**config.mk**
```make
export PLATFORM = sky130hd
export DESIGN_NAME = display_value_reg
export DESIGN_NICKNAME = d
export VERILOG_FILES = /design/src/rtl/display_value_reg_pkg.sv /design/src/rtl/display_value_reg_bin2bcd_seq.sv /design/src/rtl/display_value_reg.sv
export SDC_FILE = /design/constraint.sdc
export NUM_CORES = 1
export LEC_CHECK = 0
export ABC_CLOCK_PERIOD_IN_PS = 2500
export CAP_MARGIN = 15
export CORE_ASPECT_RATIO = 1.5
export CORE_MARGIN = 10
export CORE_UTILIZATION = 29
export DETAILED_ROUTE_END_ITERATION = 16
export HOLD_SLACK_MARGIN = 0.03
export PLACE_DENSITY = 0.55
export SYNTH_ARGS = -nofsm -noshare
export SYNTH_HDL_FRONTEND = slang
export SYNTH_SLANG_ARGS = --single-unit
export TNS_END_PERCENT = 20
```
**constraint.sdc**
```tcl
create_clock -name clk -period 2.5 [get_ports clk]
set_clock_uncertainty 0.2 [all_clocks]
set_input_delay 0.625 -clock clk [delete_from_list [all_inputs] [get_ports clk]]
set_output_delay 0.625 -clock clk [all_outputs]
set_load 0.02 [all_outputs]
```
**src/rtl/display_value_reg_pkg.sv**
```systemverilog
// display_value_reg_pkg: shared constants, FSM encoding and BCD helper
// Revision 1.0
`default_nettype none

package display_value_reg_pkg;

  localparam logic        ADDR_DATA    = 1'b0;
  localparam logic        ADDR_CTRL    = 1'b1;
  localparam logic [31:0] DEC_MAX      = 32'd99_999_999;
  localparam logic [31:0] OVF_PATTERN  = 32'hEEEE_EEEE;
  localparam int          SHIFT_CYCLES = 32;

  typedef enum logic [1:0] {
    IDLE   = 2'd0,
    SHIFT  = 2'd1,
    COMMIT = 2'd2
  } state_t;

  // Double-dabble correction: every BCD digit >= 5 gets +3 before the shift.
  function automatic logic [31:0] bcd_adjust(input logic [31:0] bcd);
    logic [31:0] r;
    r = '0;
    for (int i = 0; i < 8; i++) begin
      r[4*i +: 4] = (bcd[4*i +: 4] >= 4'd5) ? bcd[4*i +: 4] + 4'd3 : bcd[4*i +: 4];
    end
    return r;
  endfunction

endpackage

`default_nettype wire

```
**src/rtl/display_value_reg_bin2bcd_seq.sv**
```systemverilog
// bin2bcd_seq: one-bit-per-cycle double-dabble converter, 32 cycles per run
// Revision 1.0
`default_nettype none

module bin2bcd_seq
  import display_value_reg_pkg::*;
(
  input  logic        clk,
  input  logic        rst,
  input  logic        start,
  input  logic        abort,
  input  logic [31:0] din,
  output logic        done,
  output logic [31:0] result
);

  logic [31:0] shreg;
  logic [31:0] acc;
  logic [31:0] adj;
  logic [4:0]  cnt;
  logic        running;

  always_comb adj = bcd_adjust(acc);

  // Asserted during the final iteration; the result is complete right after that edge.
  assign done   = running && (cnt == 5'(SHIFT_CYCLES - 1));
  assign result = acc;

  always_ff @(posedge clk or negedge rst) begin
    if (!rst) begin
      shreg   <= '0;
      acc     <= '0;
      cnt     <= '0;
      running <= 1'b0;
    end else if (start) begin
      shreg   <= din;
      acc     <= '0;
      cnt     <= '0;
      running <= 1'b1;
    end else if (abort) begin
      cnt     <= '0;
      running <= 1'b0;
    end else if (running) begin
      acc   <= {adj[30:0], shreg[31]};
      shreg <= {shreg[30:0], 1'b0};
      cnt   <= cnt + 5'd1;
      if (done) running <= 1'b0;
    end
  end

endmodule

`default_nettype wire

```
**src/rtl/display_value_reg.sv**
```systemverilog
// display_value_reg: CPU-writable display value register with hex/decimal presentation
// Revision 1.0
`default_nettype none

module display_value_reg
  import display_value_reg_pkg::*;
(
  input  logic        clk,
  input  logic        rst,
  input  logic        io_wr,
  input  logic        io_addr,
  input  logic [31:0] io_wdata,
  output logic [31:0] io_rdata,
  output logic [31:0] value,
  output logic        io_out_en,
  output logic        busy,
  output logic        overflow
);

  state_t      state;
  logic [31:0] data_reg;
  logic        ctrl_en;
  logic        ctrl_dec;
  logic        ovf_pending;

  logic        wr_data;
  logic        wr_ctrl;
  logic [31:0] data_next;
  logic        dec_next;
  logic        conv_start;
  logic        conv_abort;
  logic        conv_done;
  logic [31:0] conv_result;

  // Every write requests an update using the register contents as they will be after it.
  assign wr_data    = io_wr && (io_addr == ADDR_DATA);
  assign wr_ctrl    = io_wr && (io_addr == ADDR_CTRL);
  assign data_next  = wr_data ? io_wdata : data_reg;
  assign dec_next   = wr_ctrl ? io_wdata[1] : ctrl_dec;
  assign conv_start = io_wr && dec_next;
  assign conv_abort = io_wr && !dec_next;

  assign busy      = (state != IDLE);
  assign io_out_en = ctrl_en;
  assign io_rdata  = (io_addr == ADDR_CTRL) ? {27'b0, busy, overflow, 1'b0, ctrl_dec, ctrl_en}
                                            : data_reg;

  bin2bcd_seq u_bin2bcd (
    .clk    (clk),
    .rst    (rst),
    .start  (conv_start),
    .abort  (conv_abort),
    .din    (data_next),
    .done   (conv_done),
    .result (conv_result)
  );

  always_ff @(posedge clk or negedge rst) begin
    if (!rst) begin
      state       <= IDLE;
      data_reg    <= '0;
      ctrl_en     <= 1'b0;
      ctrl_dec    <= 1'b0;
      value       <= '0;
      overflow    <= 1'b0;
      ovf_pending <= 1'b0;
    end else begin
      if (wr_data) data_reg <= io_wdata;
      if (wr_ctrl) begin
        ctrl_en  <= io_wdata[0];
        ctrl_dec <= io_wdata[1];
      end
      if (io_wr) begin
        if (dec_next) begin
          state       <= SHIFT;
          ovf_pending <= (data_next > DEC_MAX);
        end else begin
          state    <= IDLE;
          value    <= data_next;
          overflow <= 1'b0;
        end
      end else begin
        case (state)
          SHIFT:   if (conv_done) state <= COMMIT;
          COMMIT: begin
            value    <= ovf_pending ? OVF_PATTERN : conv_result;
            overflow <= ovf_pending;
            state    <= IDLE;
          end
          default: state <= IDLE;
        endcase
      end
    end
  end

endmodule

`default_nettype wire

```
Word-level counts from Yosys, hierarchy flattened

Index checks and enable logic that the tools add are counted.

Flip-flop bits (word level): 140
Output and inout bits: 67

Add/sub/neg operators: 9
$lt $le $gt $ge: 9
Eq/ne operators: 6
Muxes and demuxes: 35
Bitwise operators: 1
Reductions and logical operators: 13

Operator list:

| kind                 | count |
|---|---|
| $mux 32              | 12 |
| $ge 4x3->1 const B   | 8 |
| $gt 32x27->1 const B | 1 |
| $add 4x2->4 const B  | 7 |
| $mux 4               | 7 |
| $mux 5               | 3 |
| $mux 1               | 9 |
| $mux 2               | 3 |
| $reduce_and 2->1     | 3 |
| $reduce_bool 2->1    | 3 |
| $add 5x1->5 const B  | 1 |
| $eq 5x5->1 const B   | 1 |
| $logic_and 1x1->1    | 5 |
| $ne 2x2->1 const B   | 2 |
| $add 3x2->3 const B  | 1 |
| $mux 3               | 1 |
| $ne 3x3->1 const B   | 1 |
| $reduce_bool 3->1    | 1 |
| $eq 2x1->1 const B   | 1 |
| $eq 2x2->1 const B   | 1 |
| $logic_not 1->1      | 1 |
| $not 1->1            | 1 |

Logic depth before layout (Yosys ltp)

Word-level depth: 6
Mapped depth: 8
Mapped depth without buffers: 7

Modules after synthesis

From an unflattened synthesis, not the netlist that was laid out.

Cell total of the unflattened synthesis: 775
Area, all modules: 7,339.5 um^2

Modules (own cells, without submodules):

| module            | instances | cells each | area an instance (um^2) |
|---|---|---|---|
| bin2bcd_seq       | 1         | 384        | 3,839.9 |
| display_value_reg | 1         | 391        | 3,499.6 |

Worst setup path before layout

Ideal clock, no wire load.

Path type: input-to-output
Start point: input io_addr
End point: output io_rdata[3]
Data arrival time: 1,448 ps
Path slack: 227 ps
Stages: 3
Buffers on the path: 2
Path through: buf_6 clkbuf_1 mux2_2

Cells in the longest elaborated chain, start to end: 1

Ends and longest elaborated chain:

| element         | RTL line                | text |
|---|---|---|
| start, declared | display_value_reg.sv:11 | `input logic io_addr,` |
| $mux 32         | display_value_reg.sv:45 | `assign io_rdata = (io_addr == ADDR_CTRL) ? {27'b0, busy, overflow, 1'b0, ctrl_dec, ctrl_en}` |
| end, declared   | display_value_reg.sv:13 | `output logic [31:0] io_rdata,` |

No other way between the ends.

Final worst setup path

Start point: register state[1]
End point: output io_rdata[4]

Cells in the longest elaborated chain, start to end: 2

Ends and longest elaborated chain:

| element                | RTL line                | text |
|---|---|---|
| start, declared        | display_value_reg.sv:20 | `state_t state;` |
| start signal, assigned | display_value_reg.sv:60 | `state <= IDLE;` |
| start signal, assigned | display_value_reg.sv:75 | `state <= SHIFT;` |
| start signal, assigned | display_value_reg.sv:78 | `state <= IDLE;` |
| $reduce_bool 2->1      | display_value_reg.sv:43 | `assign busy = (state != IDLE);` |
| $mux 32                | display_value_reg.sv:45 |  |

No other way between the ends.

==> results_dict.tcl <==
set metrics [dict create \
    portBuffers 102 \
    core_area_sq_um 23700 \
    slowest_delay_ps 390 \
    hold_path_class "reg -> reg" \
    dieArea_sq_um 30800 \
    drc 0 \
    hold_viol 0 \
    cap_viol_max_count 0 \
    fillCellCount 2368 \
    synth.distinct_cells 48 \
    crit_fanout 3 \
    synthFlopType "dfrtp_1" \
    io_pins 103 \
    hold_slack_ps 280 \
    ys_warn_count 0 \
    seq_area_frac_synth_pct 50.1 \
    grt_pass1_wl_mm 32.5 \
    p_switching_mw 2.18 \
    sw_frac_of_total_pct 29.6 \
    postCtsSetupRepairBufs 0 \
    reg2reg_depth 4 \
    drv_slew 0 \
    powerDensity_nw_per_um2 791 \
    die_x_microns 147 \
    num_rows 69 \
    status "finished clean" \
    multi_input_area_sq_um 3070 \
    clkSlewWorstSetupHoldPaths_ps 60 \
    hpwl_mm 14.8 \
    grt_usage_pct 13.1 \
    vias_per_cell 4.77 \
    cts_max_level 4 \
    synth_nets 778 \
    antenna_cells 0 \
    irDropWorstVdd_mv 0.487 \
    postRouteAntennaNets 0 \
    initial_core_util_pct 29.4 \
    clock-sinks 140 \
    max_slew.worst_pin.slew_ps 1050 \
    tritoncts "done" \
    placedCellCount 1144 \
    rsz0062_at_grt "no" \
    min_to "value[5]" \
    clkPwrFrac_pct 36.5 \
    antenna_found_initial 0 \
    finalSetupTns_ps 0 \
    p_comb_share_pct 23.4 \
    cp-end-kind "output pin" \
    slew_headroom_pct 29.9 \
    synth_area_leaders "dfrtp_1 (50%), nand2_1 (6.7%), o21ai_0 (4.2%)" \
    cp.required_ps 1670 \
    p_int_mw 5.17 \
    clock_latency_ps 410 \
    leakagePower_nw 4.26 \
    ys_async_sr_fraction_pct 100 \
    synth_edf_count 0 \
    crit_chain "or2_2 > mux2_2 > buf_2" \
    fin_crit_sh_pct 95.3 \
    cts-root-buf "clkbuf_16" \
    nets 899 \
    seq_area_sq_um 3500 \
    setup_viol 0 \
    hp-start "value[5]" \
    cts_buffers 17 \
    seqPwrFrac_pct 40.0 \
    worst_setup_path_start_kind "register" \
    grt_overflow_total 0 \
    fin_crit_ps 2380 \
    die_h_microns 210 \
    reg2reg_setup_slack_ps 610 \
    drive_above_1_share_pct 12.4 \
    wirelength_mm 20.1 \
    slowest_stage "dfrtp_1" \
    syn_area_sq_um 6990 \
    drt-initial-drc-count 365 \
    dr_total_vias 5607 \
    r2r-start "ovf_pending" \
    yosys.area.top_type "dfrtp_1" \
    synth_area_per_cell_sq_um 9.66 \
    syn_inst 724 \
    place.gp.congestion 0.770 \
    fin_cells 1176 \
    ys_seq_elements 140 \
    area_delta_synth_final_pct 33.0 \
    synth_top_area_share_pct 50.1 \
    routedWlPerCell_microns 17.1 \
    crit_type "reg -> out" \
    max_freq_ghz 0.420 \
    r2r_end "value[20]" \
    crit_arrival_ps 1560 \
    grt_pass1_vias 5804 \
    grt_max_degree 73 \
    clockBufferDepth 2 \
    whs_path_depth 2 \
    dr.pass1.iters 4 \
]
[power by group through the flow]
stage               registers [mW]  logic [mW]  clock network, mW
finish                        2.94        1.72               2.69
global route                  2.99        1.89               2.84
CTS                           2.95        1.76               2.75
detailed placement            2.97        1.80                  0
global placement              2.98        1.78                  0
floorplan                     3.04       0.803                  0
[cell usage in the layout, fill, tap and decap left out, types with 19 or more instances in the layout]
cell type / n
o21ai_0: 58
inv_1: 41
mux2i_1: 28
buf_4: 36
nor2_1: 34
nor2b_1: 28
dfrtp_1: 140
a21oi_1: 27
o31ai_1: 34
clkdlybuf4s50_1: 66
nand3_1: 19
nand2_1: 124
dlygate4sd2_1: 28
[what timing repair did]
action	4_1_cts	5_1_grt
endpoints found under the hold margin	18	0
endpoints found under the setup margin	29	4
hold buffers	1	0
gates resized for setup	32	4
[area by class of cell]
cell class	instances	share of cell area, %
clock buffers	20	4.91
well taps	319	4.29
inverters	42	1.70
flip-flops and latches	140	37.7
repair buffers	153	16.6
multi-input cells	491	33.0
clock inverters	11	1.80
[worst max-delay path by stage]
stage	slack [ps]	startpoint	endpoint	depth (start not counted)
5_1_grt	60	state[1]	io_rdata[4]	3
4_1_cts	9	io_addr	io_rdata[27]	4
3_3_place_gp	-30	io_addr	u_bin2bcd.shreg[6]	8
3_5_place_dp	-70	io_addr	u_bin2bcd.shreg[14]	8
6_report	120	state[1]	io_rdata[4]	3
2_1_floorplan	230	io_addr	io_rdata[3]	3
[synth_stat cells (2+ instances only)]
cell and count:
a211oi_1 2, a21oi_1 27, a221o_1 14, a22oi_1 6, a32o_1 8, and2_1 2, and3_1 3, buf_1 7
buf_2 14, buf_4 5, buf_6 6, clkbuf_1 19, dfrtp_1 140, ha_1 18, inv_1 41, mux2_2 5
mux2i_1 28, nand2_1 124, nand2b_1 10, nand3_1 19, nand4_1 3, nand4b_1 2, nor2_1 34, nor2b_1 29
nor3_1 12, nor4_1 4, o21ai_0 58, o221a_2 7, o22ai_1 2, o31ai_1 34, o32ai_1 7, or4_1 2
xnor2_1 9, xor2_1 9
[worst max-delay path, delay by kind of cell (launching register included)]
family | cells | cell delay [ps]
buffers and inverters | 1 | 160
and+or+nand+nor | 1 | 330
DFF | 1 | 390
muxes | 1 | 270
[routing by layer]
metal / share of wire (%) / track usage, %
met5: 0 / 0
met3: 4.1 / 2.27
met1: 43 / 16.0
met2: 51 / 22.8
met4: 1.6 / 4.53
[cells by family (layout without fill, tap and decap cells)]
logic type                 Yosys count  after routing  share of synthesized area (%)
buffers and inverters               93            226                           6.16
adders and majority gates           18             18                           3.22
AOI/OAI and AO/OA                  170            170                           16.5
DFF                                140            140                           50.1
xor gates and xnor gates            18             18                           2.25
muxes                               34             34                           5.03
and+or+nand+nor                    251            251                           16.8
[metrics by stage]
step	power, mW	util (%)	setup WS [ps]	cell area [sq um]
floorplan	3.84	-	227	6990
detailed placement	4.77	36.6	-65.9	8690
global route	7.72	39.2	57.1	9300
CTS	7.45	39.1	8.97	9290
finish	7.35	39.2	117	9300
global placement	4.75	36.6	-29.8	8690
Power figures use the tool's default switching activity.
==> variant (config.mk and constraints unchanged) <==
Encoding of `state_t`: now one-hot (3 bits for 3 states).
--- a/src/rtl/display_value_reg_pkg.sv
+++ b/src/rtl/display_value_reg_pkg.sv
@@ -11,8 +11,8 @@
   localparam int          SHIFT_CYCLES = 32;
 
-  typedef enum logic [1:0] {
-    IDLE   = 2'd0,
-    SHIFT  = 2'd1,
-    COMMIT = 2'd2
+  typedef enum logic [2:0] {
+    IDLE   = 3'b001,
+    SHIFT  = 3'b010,
+    COMMIT = 3'b100
   } state_t;
 
Check against the original RTL: same outputs for any inputs over 4 cycles, from zero or initial values and one cycle with rst low; so few cycles prove little.
==> variant against the original RTL <==
Setup slack got worse by 0.062 ns; fmax decreased by 2.5%; sequential share of layout area down 0.92 points; area after synthesis up 2.9%; power up 2.4%; count of clock-buffer cells in the layout down 1; synthesized cell count grew 5.1%; sequential cell count up 1; non-clock buffer count grew 9; cell area up 3.3%; worst hold slack gained 0.0025 ns; clock power about the same; cell count rose by 4.1%; routed wire length grew 4.7%.
==> variant: results (changes against the original RTL) <==
| Metric | Value |
|---|---|
| Outcome | finished, final reports clean |
| Placed inst area | 0.00895 mm² (+3.0%) |
| Mux contribution to synthesized area | 0.0609 (+0.0106) |
| Non-clock buffer share | 0.169 (+0.00322) |
| Total Power | 7530 µW (+2.4%) |
| Seq cells | 141 (+0.71%) |
| Met2 GRT Util | 0.233 (+0.00575) |
| Largest cells by area after synthesis | dfrtp_1 (49%), nand2_1 (6.1%), nor2b_1 (4.8%) |
| Reg power frac | 0.385 (-0.015) |
| DP Wirelength | 15300 µm (+3.2%) |
| Nets | 943 (+4.9%) |
| Hold Startpoint | value[25]$_DFFE_PN0P_ |
| Non-clk bufs | 162 (+5.9%) |
| Via density | 4.80 (+0.76%) |
| Crit-path slowest cell | a311oi_1 |
| Fin util | 0.393 (+0.00131) |
| Pre-CTS WS | -0.509 ns (-0.443 ns) |
| Syn_nets | 815 (+4.8%) |
| Final period utilization | 0.978 (+0.0248) |
| CP max FO | 14 (+11) |
| Met3 Use GR | 0.0312 (+0.00842) |
| Multi-input gate count | 543 (+11%) |
| Initial DRT Pass Iterations | 5 (+1) |
| FF-to-FF End | ovf_pending$_DFFE_PN0P_ |
| FF-to-FF Start | data_reg[11]$_DFF_PN0_ |
| CLK BUF | 19 (-5.0%) |
| Sequential share of the synthesized area | 0.491 (-0.0103) |
| Most frequent cells after synthesis | dfrtp_1 (140), nand2_1 (117), a21oi_1 (67), nor2_1 (57), nor2b_1 (55) |
| Initial DRC Count | 340 (-6.8%) |
| Reg2Reg Setup Slack | 0.65 ns (+0.04 ns) |
| Worst path top cell family by delay | buffers and inverters |
| LEAKAGE | 0.00423 µW (-0.78%) |
| Crit path capture type | flop |
| Layout Cells excl Fill | 1224 (+4.1%) |
| Fillers | 2378 (+0.42%) |
| GP Congestion | 0.807 (+4.8%) |
| Total Wirelength | 21000 µm (+4.7%) |
| Worst R2R Path Depth | 5 (+1) |
| End of the worst hold path | value[25]$_DFFE_PN0P_ |
| Largest net degree at the start of global routing | 103 (+41%) |
| Comb group | 1950 µW (+13%) |
| Adder-Cell Fraction of Synth Area | 0.0313 (-0.000897) |
| Global-route wire length before repair | 33900 µm (+4.3%) |
| Total GRT Usage | 0.135 (+0.00387) |
| Fraction of area in multi-input gates | 0.348 (+0.0178) |
| Layout cell share with drive strength beyond 1 | 0.157 (+0.0330) |
| Critical path origin | io_addr |
| Met1 usage in global routing | 0.162 (+0.00142) |
| Arrival @ worst endpoint | 2.54 ns (+0.98 ns) |
-- variant: cell count changes after synthesis, moves of 7 or more --
| cell | delta |
|---|---|
| a211oi_1 | +20 |
| a21oi_1 | +40 |
| clkbuf_1 | +7 |
| inv_1 | -17 |
| nand2_1 | -7 |
| nand3_1 | -19 |
| nor2_1 | +23 |
| nor2b_1 | +26 |
| o21ai_0 | -42 |
| o21ai_1 | +34 |
| o221a_2 | -7 |
| o31ai_1 | -19 |
-- variant: timing repair --
| action | CTS | global route |
|---|---|---|
| endpoints found under the setup margin | 32 | 1 |
| hold buffers | 1 | 0 |
| setup buffers | 2 | 0 |
| endpoints found under the hold margin | 28 | 0 |
| gates resized for setup | 108 | 1 |
| cloned | 1 | 0 |
-- variant: worst register-to-register path, stage by stage (launching register included) --
cell	delay, ns
dfrtp_1	0.40
or3_1	0.42
a2111oi_4	0.42
o21ai_1	0.09
o21ai_1	0.10
a31oi_1	0.09
